--- config.mk ---
export PLATFORM = sky130hd
export DESIGN_NAME = pc_fetch_ctrl_flat
export DESIGN_NICKNAME = d
export VERILOG_FILES = /design/src/rtl/pc_fetch_ctrl_if.sv /design/src/rtl/pc_fetch_ctrl.sv /design/src/flat_wrapper.sv
export SDC_FILE = /design/constraint.sdc
export NUM_CORES = 1
export LEC_CHECK = 0
export ABC_AREA = 1
export CAP_MARGIN = 20
export CORE_ASPECT_RATIO = 1.25
export CORE_MARGIN = 4
export CORE_UTILIZATION = 46
export DETAILED_ROUTE_END_ITERATION = 7
export HOLD_SLACK_MARGIN = 0.12
export PLACE_DENSITY = 0.87
export SYNTH_ARGS = -nofsm -noshare
export SYNTH_HDL_FRONTEND = slang
export SYNTH_SLANG_ARGS = --single-unit
--- constraint.sdc ---
create_clock -name clk -period 2.16 [get_ports clk]
set_input_delay 0.432 -clock clk [delete_from_list [all_inputs] [get_ports clk]]
set_output_delay 0.432 -clock clk [all_outputs]
set_load 0.005 [all_outputs]
--- src/rtl/pc_fetch_ctrl_if.sv ---
// Instruction-memory request bus between the fetch controller and memory.
// Data returns in the same cycle that ready is asserted.
interface pc_fetch_ctrl_if;
    logic        imem_req_o;
    logic [31:0] imem_addr_o;
    logic        imem_ready_i;
    logic [31:0] imem_rdata_i;

    modport master (
        output imem_req_o,
        output imem_addr_o,
        input  imem_ready_i,
        input  imem_rdata_i
    );

    modport slave (
        input  imem_req_o,
        input  imem_addr_o,
        output imem_ready_i,
        output imem_rdata_i
    );
endinterface

--- src/rtl/pc_fetch_ctrl.sv ---
// Instruction fetch controller: one-deep presentation register in front of a
// zero-wait instruction memory, with stall hold and branch/jump redirect.
module pc_fetch_ctrl #(
    parameter logic [31:0] RESET_PC  = 32'h0000_0000,
    parameter logic [31:0] NOP_INSTR = 32'h0000_0013
) (
    input  logic               clk,
    input  logic               rst_n,
    input  logic               stall_in,
    input  logic               redirect_in,
    input  logic [31:0]        redirect_target_in,
    pc_fetch_ctrl_if.master    imem,
    output logic [31:0]        instr_o,
    output logic               instr_valid_o,
    output logic [31:0]        pc_o,
    output logic [31:0]        pc_plus4_o,
    output logic               misalign_o
);

    typedef enum logic [1:0] {
        IDLE = 2'd0,
        REQ  = 2'd1,
        HOLD = 2'd2
    } state_t;

    state_t      state_reg;
    logic [31:0] fetch_pc_reg;
    logic [31:0] pc_reg;
    logic [31:0] instr_reg;
    logic        valid_reg;
    logic        misalign_reg;

    logic        hold_now;
    logic        req;
    logic        xfer;

    // A stalled valid instruction blocks fetch so it is never overwritten.
    assign hold_now = stall_in & valid_reg;
    assign req      = (state_reg == REQ) & ~hold_now;
    assign xfer     = req & imem.imem_ready_i;

    always_ff @(posedge clk or negedge rst_n) begin
        if (!rst_n) begin
            state_reg    <= IDLE;
            fetch_pc_reg <= RESET_PC;
            pc_reg       <= RESET_PC;
            instr_reg    <= NOP_INSTR;
            valid_reg    <= 1'b0;
            misalign_reg <= 1'b0;
        end else begin
            misalign_reg <= 1'b0;
            if (state_reg != IDLE && redirect_in) begin
                // Redirect wins over stall and drops any same-cycle transfer.
                fetch_pc_reg <= {redirect_target_in[31:2], 2'b00};
                valid_reg    <= 1'b0;
                misalign_reg <= |redirect_target_in[1:0];
                state_reg    <= REQ;
            end else begin
                case (state_reg)
                    IDLE: begin
                        state_reg <= REQ;
                    end
                    REQ: begin
                        if (hold_now) begin
                            state_reg <= HOLD;
                        end else if (xfer) begin
                            instr_reg    <= imem.imem_rdata_i;
                            pc_reg       <= fetch_pc_reg;
                            valid_reg    <= 1'b1;
                            fetch_pc_reg <= fetch_pc_reg + 32'd4;
                        end else begin
                            valid_reg <= 1'b0;
                        end
                    end
                    HOLD: begin
                        // The release edge is where downstream consumes the held word.
                        if (!stall_in) begin
                            state_reg <= REQ;
                            valid_reg <= 1'b0;
                        end
                    end
                    default: begin
                        state_reg <= IDLE;
                    end
                endcase
            end
        end
    end

    assign imem.imem_req_o  = req;
    assign imem.imem_addr_o = fetch_pc_reg;
    assign instr_o          = valid_reg ? instr_reg : NOP_INSTR;
    assign instr_valid_o    = valid_reg;
    assign pc_o             = pc_reg;
    assign pc_plus4_o       = pc_reg + 32'd4;
    assign misalign_o       = misalign_reg;

endmodule

--- src/flat_wrapper.sv ---
// flat-port wrapper written by rule: the top's interface ports become plain ports
module pc_fetch_ctrl_flat 
#(
    parameter logic [31:0] RESET_PC  = 32'h0000_0000,
    parameter logic [31:0] NOP_INSTR = 32'h0000_0013
)
  (clk, rst_n, stall_in, redirect_in, redirect_target_in, instr_o, instr_valid_o, pc_o, pc_plus4_o, misalign_o, imem_imem_req_o, imem_imem_addr_o, imem_imem_ready_i, imem_imem_rdata_i);
  pc_fetch_ctrl_if imem_i ();
  input  logic clk;
  input  logic rst_n;
  input  logic stall_in;
  input  logic redirect_in;
  input  logic [31:0] redirect_target_in;
  output logic [31:0] instr_o;
  output logic instr_valid_o;
  output logic [31:0] pc_o;
  output logic [31:0] pc_plus4_o;
  output logic misalign_o;
  output wire logic [$bits(imem_i.imem_req_o)-1:0] imem_imem_req_o;
  output wire logic [$bits(imem_i.imem_addr_o)-1:0] imem_imem_addr_o;
  input wire logic [$bits(imem_i.imem_ready_i)-1:0] imem_imem_ready_i;
  input wire logic [$bits(imem_i.imem_rdata_i)-1:0] imem_imem_rdata_i;
  assign imem_imem_req_o = imem_i.imem_req_o;
  assign imem_imem_addr_o = imem_i.imem_addr_o;
  assign imem_i.imem_ready_i = imem_imem_ready_i;
  assign imem_i.imem_rdata_i = imem_imem_rdata_i;
  pc_fetch_ctrl #(.RESET_PC(RESET_PC), .NOP_INSTR(NOP_INSTR)) u_core (.clk(clk), .rst_n(rst_n), .stall_in(stall_in), .redirect_in(redirect_in), .redirect_target_in(redirect_target_in), .imem(imem_i), .instr_o(instr_o), .instr_valid_o(instr_valid_o), .pc_o(pc_o), .pc_plus4_o(pc_plus4_o), .misalign_o(misalign_o));
endmodule
# After elaboration in Yosys (flattened, before gate mapping)
# Cells that the tools add are included.
totals:
  ff_bits: 100
  latchBits: 0
  ram_bits: 0
  mem_bits_ro: 0
  input_bits: 69
  output_inout_bits: 131
  word_cells: 45
  n_memories: 0
op_classes:
  addsub: 2
  mul: 0
  n_div: 0
  magnitude_cmp: 0
  n_eq_ne: 6
  n_shift: 0
  mux: 15
  bitwise_logic: 5
  reduce_logical: 11
op_table:
  columns: ["op", "n"]
  rows:
  - ["$mux 32", 5]
  - ["$add 32x3->32 const B", 2]
  - ["$mux 2", 3]
  - ["$ne 3x2->1 const B", 2]
  - ["$pmux 2 s3", 1]
  - ["$reduce_and 3->1", 2]
  - ["$reduce_bool 2->1", 3]
  - ["$mux 1", 5]
  - ["$reduce_and 4->1", 1]
  - ["$and 1x1->1", 3]
  - ["$ne 3x3->1 const B", 1]
  - ["$reduce_bool 3->1", 1]
  - ["$eq 2x1->1 const B", 1]
  - ["$eq 2x2->1 const B", 1]
  - ["$logic_not 2->1", 1]
  - ["$ne 2x2->1 const B", 1]
  - ["$not 1->1", 2]
  - ["$pmux 1 s2", 1]
  - ["$reduce_and 2->1", 1]
  - ["$reduce_or 2->1", 1]
  - ["$logic_and 1x1->1", 1]

# Depth between registers and ports, before layout
# Gate-level depths: netlist of the first run.
logic_depth:
  word_depth: 8
  ltp_mapped: 11
  depth_no_buf: 10

# Least setup slack after synthesis of the first run
# OpenSTA, ideal clock, no wires.
synth_timing:
  kind: "register -> output"
  start: "register u_core.pc_reg[2], in the netlist u_core.pc_o[2]"
  end: "output port pc_plus4_o[24]"
  t_arrival_ps: 1375
  t_required_ps: 1728
  slack_ps: 353
  path_stages_with_launch: 7
  n_path_buf: 0
  path_cell_list: "dfrtp_1 > ha_1 > nand3_1 > nor3_2 > nand4_1 > o21ai_0 > nand2_1"
synth_between:
  elab_chain_len: 1
synth_rtl:
  columns: ["element", "line_no", "rtl"]
  rows:
  - ["from (decl)", "pc_fetch_ctrl.sv:28", "logic [31:0] pc_reg;"]
  - ["from (signal assigned)", "pc_fetch_ctrl.sv:68", "pc_reg <= fetch_pc_reg;"]
  - ["$add 32x3->32", "pc_fetch_ctrl.sv:95", "assign pc_plus4_o = pc_reg + 32'd4;"]
  - ["to (decl)", "flat_wrapper.sv:17", "output logic [31:0] pc_plus4_o;"]
# Every way passes these cells.

# Final worst setup path of the first run
layout_timing:
  start: "register u_core.pc_reg[11], in the netlist u_core.pc_o[11]"
  end: "output port pc_plus4_o[24]"
# Same word-level chain as after synthesis.

==> results of run 1 <==
-- repair_timing --
| action | 4_1_cts | 5_1_grt |
|---|---|---|
| pin swaps | 34 | 38 |
| hold buffers | 1 | 0 |
| endpoints found under the hold margin | 36 | 0 |
| gates resized for setup | 154 | 67 |
| buffers inserted | 24 | 13 |
| setup endpoints to repair | 28 | 28 |
| gates cloned | 0 | 0 |
-- layout by cell type, fill, tap and decap left out, types with 13 or more instances in the layout --
cell	instances
nand2_2	13
nor2_4	13
buf_6	24
buf_2	22
o21ai_0	33
xor2_1	27
clkdlybuf4s50_1	164
nor2_1	75
dfrtp_1	92
nand2_1	303
buf_4	89
nand3_1	38
inv_1	93
-- worst register-to-register path: stages, from the launching register on --
cell     delay (ns)
dfrtp_1        0.42
ha_1           0.21
nand2_1        0.09
nor2_2         0.30
nand2_2        0.18
nor2_1         0.24
nand2_1        0.09
nand2_1        0.06
nand3_1        0.07
nand2_1        0.06
nand2_1        0.04
-- final timing paths --
| kind | startpoint | cells past startpoint | endpoint |
|---|---|---|---|
| min | u_core.instr_reg[29] | 2 | u_core.instr_reg[29] |
| max reg2reg | u_core.imem.imem_addr_o[3] | 10 | u_core.imem.imem_addr_o[28] |
| min in group asynchronous | rst_n | 2 | u_core.instr_reg[28] |
| max | u_core.pc_o[11] | 10 | pc_plus4_o[24] |
| min reg2reg | u_core.instr_reg[29] | 2 | u_core.instr_reg[29] |
| max in group asynchronous | rst_n | 3 | u_core.instr_reg[4] |
-- layout make-up --
type | count | area (um^2)
flip-flops and latches | 96 | 2410
well taps | 164 | 205
clock inverters | 5 | 70.1
multi-input cells | 610 | 3140
inverters | 103 | 392
repair buffers | 309 | 2810
clock buffers | 11 | 253
fillers | 870 | 2890
-- where the power goes --
group | total, W | internal (W) | switching, W | leakage (nW)
sequential | 0.00290 | 0.00233 | 0.000565 | 1.15
combinational | 0.00419 | 0.00221 | 0.00198 | 3.40
clock | 0.00171 | 0.000986 | 0.000725 | 0.161
-- metal layers --
metal,up-vias,global-route usage (%)
li1,3164,-
met1,2992,32.8
met2,287,47.3
met3,58,5.27
met4,0,11.6
met5,-,0
-- per-stage QoR --
| stage | power, W | TNS [ns] |
|---|---|---|
| 6_report | 0.00879 | -1.84 |
| 5_1_grt | 0.00935 | -3.77 |
| 4_1_cts | 0.00858 | -1.63 |
| 3_5_place_dp | 0.00676 | -1.29 |
| 3_3_place_gp | 0.00668 | -1.02 |
| 2_1_floorplan | 0.00422 | 0 |
-- logic make-up (layout without fill, tap and decap cells) --
| logic type | Yosys count | after routing |
|---|---|---|
| simple gates | 508 | 508 |
| flops | 96 | 96 |
| compound gates | 65 | 65 |
| xor+xnor | 29 | 29 |
| other cells | 1 | 6 |
| buf+inv | 135 | 428 |
| fa+ha+maj | 2 | 2 |
==> results by group, run 1 <==
Detailed routing
  – Met3 WL post-DR: 1.37 mm
  – Top sig layer: met4
  – DRT met1 WL: between 7 and 8 mm
  – Drt pass-1 iters: 5
  – Final wirelength: between 20 and 25 mm
  – Antenna-violating nets left: 0
  – Met2 WL: around 10 mm
  – Vias/cell: between 5 and 6
  – DR WL/cell: approximately 16 um
  – First-iteration detailed-routing DRC count: roughly 520
  – # DRC: 0
  – Vias: ~6500

Synth
  – Ys Warns: 0
  – Area contributors post-synth: dfrtp_1, nand2_1, inv_1, nor2_1, xor2_1
  – Post-synth ARST share: 100%
  – Count leader, synth: nand2_1
  – Synth Cell Area: 0.00573 mm^2
  – Yosys reg bits: 96
  – Simple-Gate Fraction of Synth Area: a little under two fifths
  – Top cell type's share of synthesized area: a little over 40%
  – Synth Area in Adders: less than 1%
  – Largest family of logic cells by synthesized area: simple AND/OR/NAND/NOR gates
  – Area leader, netlist: dfrtp_1
  – Syn avg cell area: around 6.9 um^2
  – Synth Instances: ~840
  – Multiplexer area fraction after synthesis: 0%
  – Post-synthesis cell type count: 37
  – Synth Area in Compound Gates: roughly 6.1%
  – Top FF cell, synth: dfrtp_1
  – Register area share after synthesis: about two fifths
  – Top cells by count, synth: nand2_1, inv_1, dfrtp_1
  – EDFF count, synth: 0
  – Post-Synth XOR/XNOR Area: roughly 4.4%

Min path
  – Worst min path class: reg -> reg

Die
  – # rows: 45
  – Die Ht: between 100 and 150 um
  – IO Pins: 200
  – Die Area: between 0.01 and 0.015 mm^2
  – Die width: approximately 110 um
  – Initial core utilization: 47.2%
  – Core area: roughly 0.012 mm^2

Timing
  – PnR worst setup slack: -0.213 ns
  – Hold_ws: ~0.47 ns
  – Slew Limit Fails: 0
  – Fin. Hold Viols: 0
  – Worst slew pin tran: 0.520 ns
  – Slew margin rel.: between 60% and 70%
  – RSZ-0062 raised after global routing: yes
  – Endpoints failing setup: 18
  – Tcrit/Tclk final: 110%
  – Max Clock Skew: ~0.006 ns
  – Fmax: about 420 MHz
  – Minimum clock period: about 2.4 ns

Place
  – Dpl cells: around 1200
  – Post-DP Area: 0.00836 mm^2
  – Final HPWL DP: 14.7 mm
  – Place WS: -0.144 ns
  – PortBufs: 193
  – GPL Wtd Cong: approximately 0.93

Power
  – Maximum vdd drop: ~0.45 mV
  – Power per cell area: between 900 and 1000 mW/mm^2
  – Leakage Power: between 4 and 5 nW

Clocking
  – CTS clk-pin slew, worst paths: ~0.07 ns
  – H-tree levels: 3
  – Clock buffer depth: 2
  – Clk root buf: clkbuf_16
  – Clock buffer count from CTS: 9
  – TritonCTS Sinks: 96
  – Worst skew pair latency: ~0.34 ns
  – Clock tree from TritonCTS: done

Setup path
  – CP max stage cell: dfrtp_1
  – Critical Path Max Stage Delay: approximately 0.42 ns
  – Cells along the critical path: buf_6, inv_4, nor3_4, buf_6, nand4_1, buf_4, nor2_2, nand2_1, nand2_1, buf_2
  – Worst Path Max Fanout: 3
  – Crit end category: primary output
  – Worst EP arrival: 1.94 ns
  – CP Buf/Inv Count: 5
  – Worst Setup Start Kind: flip-flop
  – CP Class: reg -> out
  – Flop-to-flop setup slack: a little under 0.3 ns
  – Crit-path leading delay family: buffers and inverters
  – CP required: roughly 1.7 ns

Finish
  – Max reg flops: 32
  – Final Net Count: 1200
  – Finished Cell Area: 0.00928 mm^2
  – Final Util: 76.3%
  – Layout Cells excl Fill: 1298
  – Proportion of layout cells with a drive suffix above 1: between 20% and 30%
  – Area Growth Syn to Fin: 61.8%
  – ANT cells: 0

Flow run
  – Max Cap Violations: 0

Global routing
  – Initial antenna violation count: 0
  – Global Route Usage Sum: around 27%
  – Total gr overflow: 0
  – Largest net degree at the start of global routing: 40
  – First-pass GRT wire length: slightly above 30 mm
  – Vias in the first global route: approximately 6200

Run status
  – Status: finished with violations
  – Failing checks: setup timing
No activity file was read; power rests on OpenSTA's default activity.
==> run 2, diff against run 1 <==
--- a/config.mk
+++ b/config.mk
@@ -8,7 +8,6 @@
 export ABC_AREA = 1
 export CAP_MARGIN = 20
 export CORE_ASPECT_RATIO = 1.25
-export CORE_MARGIN = 4
 export CORE_UTILIZATION = 46
 export DETAILED_ROUTE_END_ITERATION = 7
 export HOLD_SLACK_MARGIN = 0.12
==> constraint.sdc (replaced) <==
create_clock -name clk -period 2.45 [get_ports clk]
set_input_delay 0.49 -clock clk [delete_from_list [all_inputs] [get_ports clk]]
set_output_delay 0.49 -clock clk [all_outputs]
set_load 0.005 [all_outputs]
==> results by group, run 2 (synthesis results as in run 1) <==
Detailed routing
  – Vias/cell: 5.07
  – First-iteration detailed-routing DRC count: ~500
  – DR WL/cell: 14.9 um
  – Drt pass-1 iters: 6
  – Final wirelength: between 15 and 20 mm
  – Vias: 6299
  – # DRC: 0
  – Antenna-violating nets left: 0

Timing
  – Fmax: around 400 MHz
  – PnR worst setup slack: -0.0601 ns
  – Fin. Hold Viols: 0
  – Max Clock Skew: 0.00784 ns
  – Slew Limit Fails: 0
  – Tcrit/Tclk final: 102%
  – Endpoints failing setup: 1
  – Slew margin rel.: 66.6%
  – Minimum clock period: between 2 and 3 ns
  – Worst slew pin tran: 0.501 ns
  – RSZ-0062 raised after global routing: yes

Setup path
  – CP required: 1.96 ns
  – CP Capture Point: pc_plus4_o[29]
  – CP Class: reg -> out
  – Worst Setup Start Kind: flip-flop
  – Reg2reg path depth: 10
  – Flop-to-flop setup slack: roughly 0.65 ns
  – Crit Reg-Reg Endpoint: u_core.imem.imem_addr_o[30]
  – Worst EP arrival: about 2.0 ns
  – Crit path from: u_core.pc_o[8]
  – Worst Path Max Fanout: 4
  – Crit end category: primary output
  – FF-to-FF Start: u_core.imem.imem_addr_o[3]

Place
  – PortBufs: 193
  – GPL Wtd Cong: between 0.9 and 1
  – Final HPWL DP: 13.5 mm
  – Post-DP Area: roughly 0.0080 mm^2

Die
  – Die width: about 100 um
  – Initial core utilization: a little under half
  – # rows: between 40 and 50
  – Die Ht: around 130 um
  – Core area: about 0.012 mm^2
  – IO Pins: 200
  – Die Area: around 0.013 mm^2

Finish
  – Max reg flops: 32
  – Final Util: 71.3%
  – Area Growth Syn to Fin: 51.2%
  – ANT cells: 0
  – Proportion of layout cells with a drive suffix above 1: between 10% and 20%
  – Commonest non-fill, non-tap cell in the layout: nand2_1
  – Commonest non-fill, non-tap cells in the layout: nand2_1, clkdlybuf4s50_1, inv_1
  – # fillers: 976
  – Final Net Count: 1146
  – Finished Cell Area: 0.00867 mm^2

Flow run
  – Max Cap Violations: 0

Min path
  – Worst min path class: in -> async

Global routing
  – Largest net degree at the start of global routing: 76
  – Total gr overflow: 0
  – Global Route Usage Sum: slightly below 30%
  – Vias in the first global route: 6056
  – First-pass GRT wire length: 29.2 mm
  – Initial antenna violation count: 0

Clocking
  – Worst skew pair latency: between 0.3 and 0.4 ns
  – Clk root buf: clkbuf_16
  – CTS hold repair buffers: 0
  – CTS clk-pin slew, worst paths: approximately 0.070 ns
  – Clock buffer depth: 2
  – H-tree levels: 3
  – Clock tree from TritonCTS: done
  – Clock buffer count from CTS: 9
  – TritonCTS Sinks: between 90 and 100

Run status
  – Failing checks: setup timing
  – Status: finished with violations

Power
  – Maximum vdd drop: 0.449 mV
  – Power per cell area: 844 mW/mm^2
  – Leakage Power: 4.33 nW
## run 2: repair_timing
item                                   in CTS  in global routing
gates cloned                                0                  0
buffers inserted                           18                  7
pin swaps                                  12                 10
setup endpoints to repair                  23                 17
endpoints found under the hold margin       0                  0
gates resized for setup                    51                 44
## run 2: worst min path at each step
stage	endpoint	slack [ns]	cells after the start
final	u_core.instr_reg[6]	0.11	1
after global routing	u_core.instr_reg[12]	0.15	1
after CTS	u_core.instr_reg[6]	0.12	1
after detailed placement	u_core.instr_reg[8]	0.46	2
after global placement	u_core.instr_reg[2]	0.45	2
after floorplan	u_core.imem.imem_addr_o[10]	0.19	0
## run 2: per-layer routing
layer  track usage, %  routed length (um)  vias up
li1                 -                   -     3042
met1             34.8                6980     2923
met2             49.6                9480      276
met3             3.97                1220       58
met4             17.5                 813        0
met5                0                   0        -
## run 2: report_power, final
group	switching [W]	internal (W)
Sequential	0.000507	0.00206
Combinational	0.00159	0.00175
Clock	0.000597	0.000818
Total	0.00269	0.00462
## run 2: per-stage QoR
step	worst slack [ns]	hold WS [ns]	cells	total power [W]	TNS, ns
floorplan	0.585	0.194	841	0.00372	0
global placement	0.0542	0.455	1204	0.00556	0
detailed placement	0.00430	0.460	1204	0.00564	0
CTS	-0.174	0.123	1237	0.00718	-0.322
global route	-0.158	0.150	1243	0.00778	-0.590
finish	-0.0601	0.105	1243	0.00732	-0.0601
## run 2: cell type report
| cell class | count | area, um^2 | area share, % |
|---|---|---|---|
| clock buffer | 11 | 243 | 2.80 |
| clock inverter | 4 | 52.6 | 0.606 |
| inverter | 103 | 387 | 4.46 |
| multi-input combinational | 610 | 2970 | 34.2 |
| sequential | 96 | 2410 | 27.8 |
| tap | 164 | 205 | 2.37 |
| timing repair buffer | 255 | 2410 | 27.8 |
## run 2: critical path: stages, from the launching register on
cell           delay [ns]
dfrtp_1              0.41
nand2_1              0.10
inv_1                0.13
nand4_1              0.22
nor2_2               0.21
buf_4                0.14
nand2_1              0.06
xor2_1               0.14
dlygate4sd2_1        0.26
==> run 3, diff against run 2 <==
--- a/config.mk
+++ b/config.mk
@@ -9,9 +9,11 @@
 export CAP_MARGIN = 20
 export CORE_ASPECT_RATIO = 1.25
 export CORE_UTILIZATION = 46
+export CTS_CLUSTER_SIZE = 20
 export DETAILED_ROUTE_END_ITERATION = 7
 export HOLD_SLACK_MARGIN = 0.12
 export PLACE_DENSITY = 0.87
+export SLEW_MARGIN = 10
 export SYNTH_ARGS = -nofsm -noshare
 export SYNTH_HDL_FRONTEND = slang
 export SYNTH_SLANG_ARGS = --single-unit
==> results of run 3 <==
Final layout, timing and power as in run 2 (identical DEF).
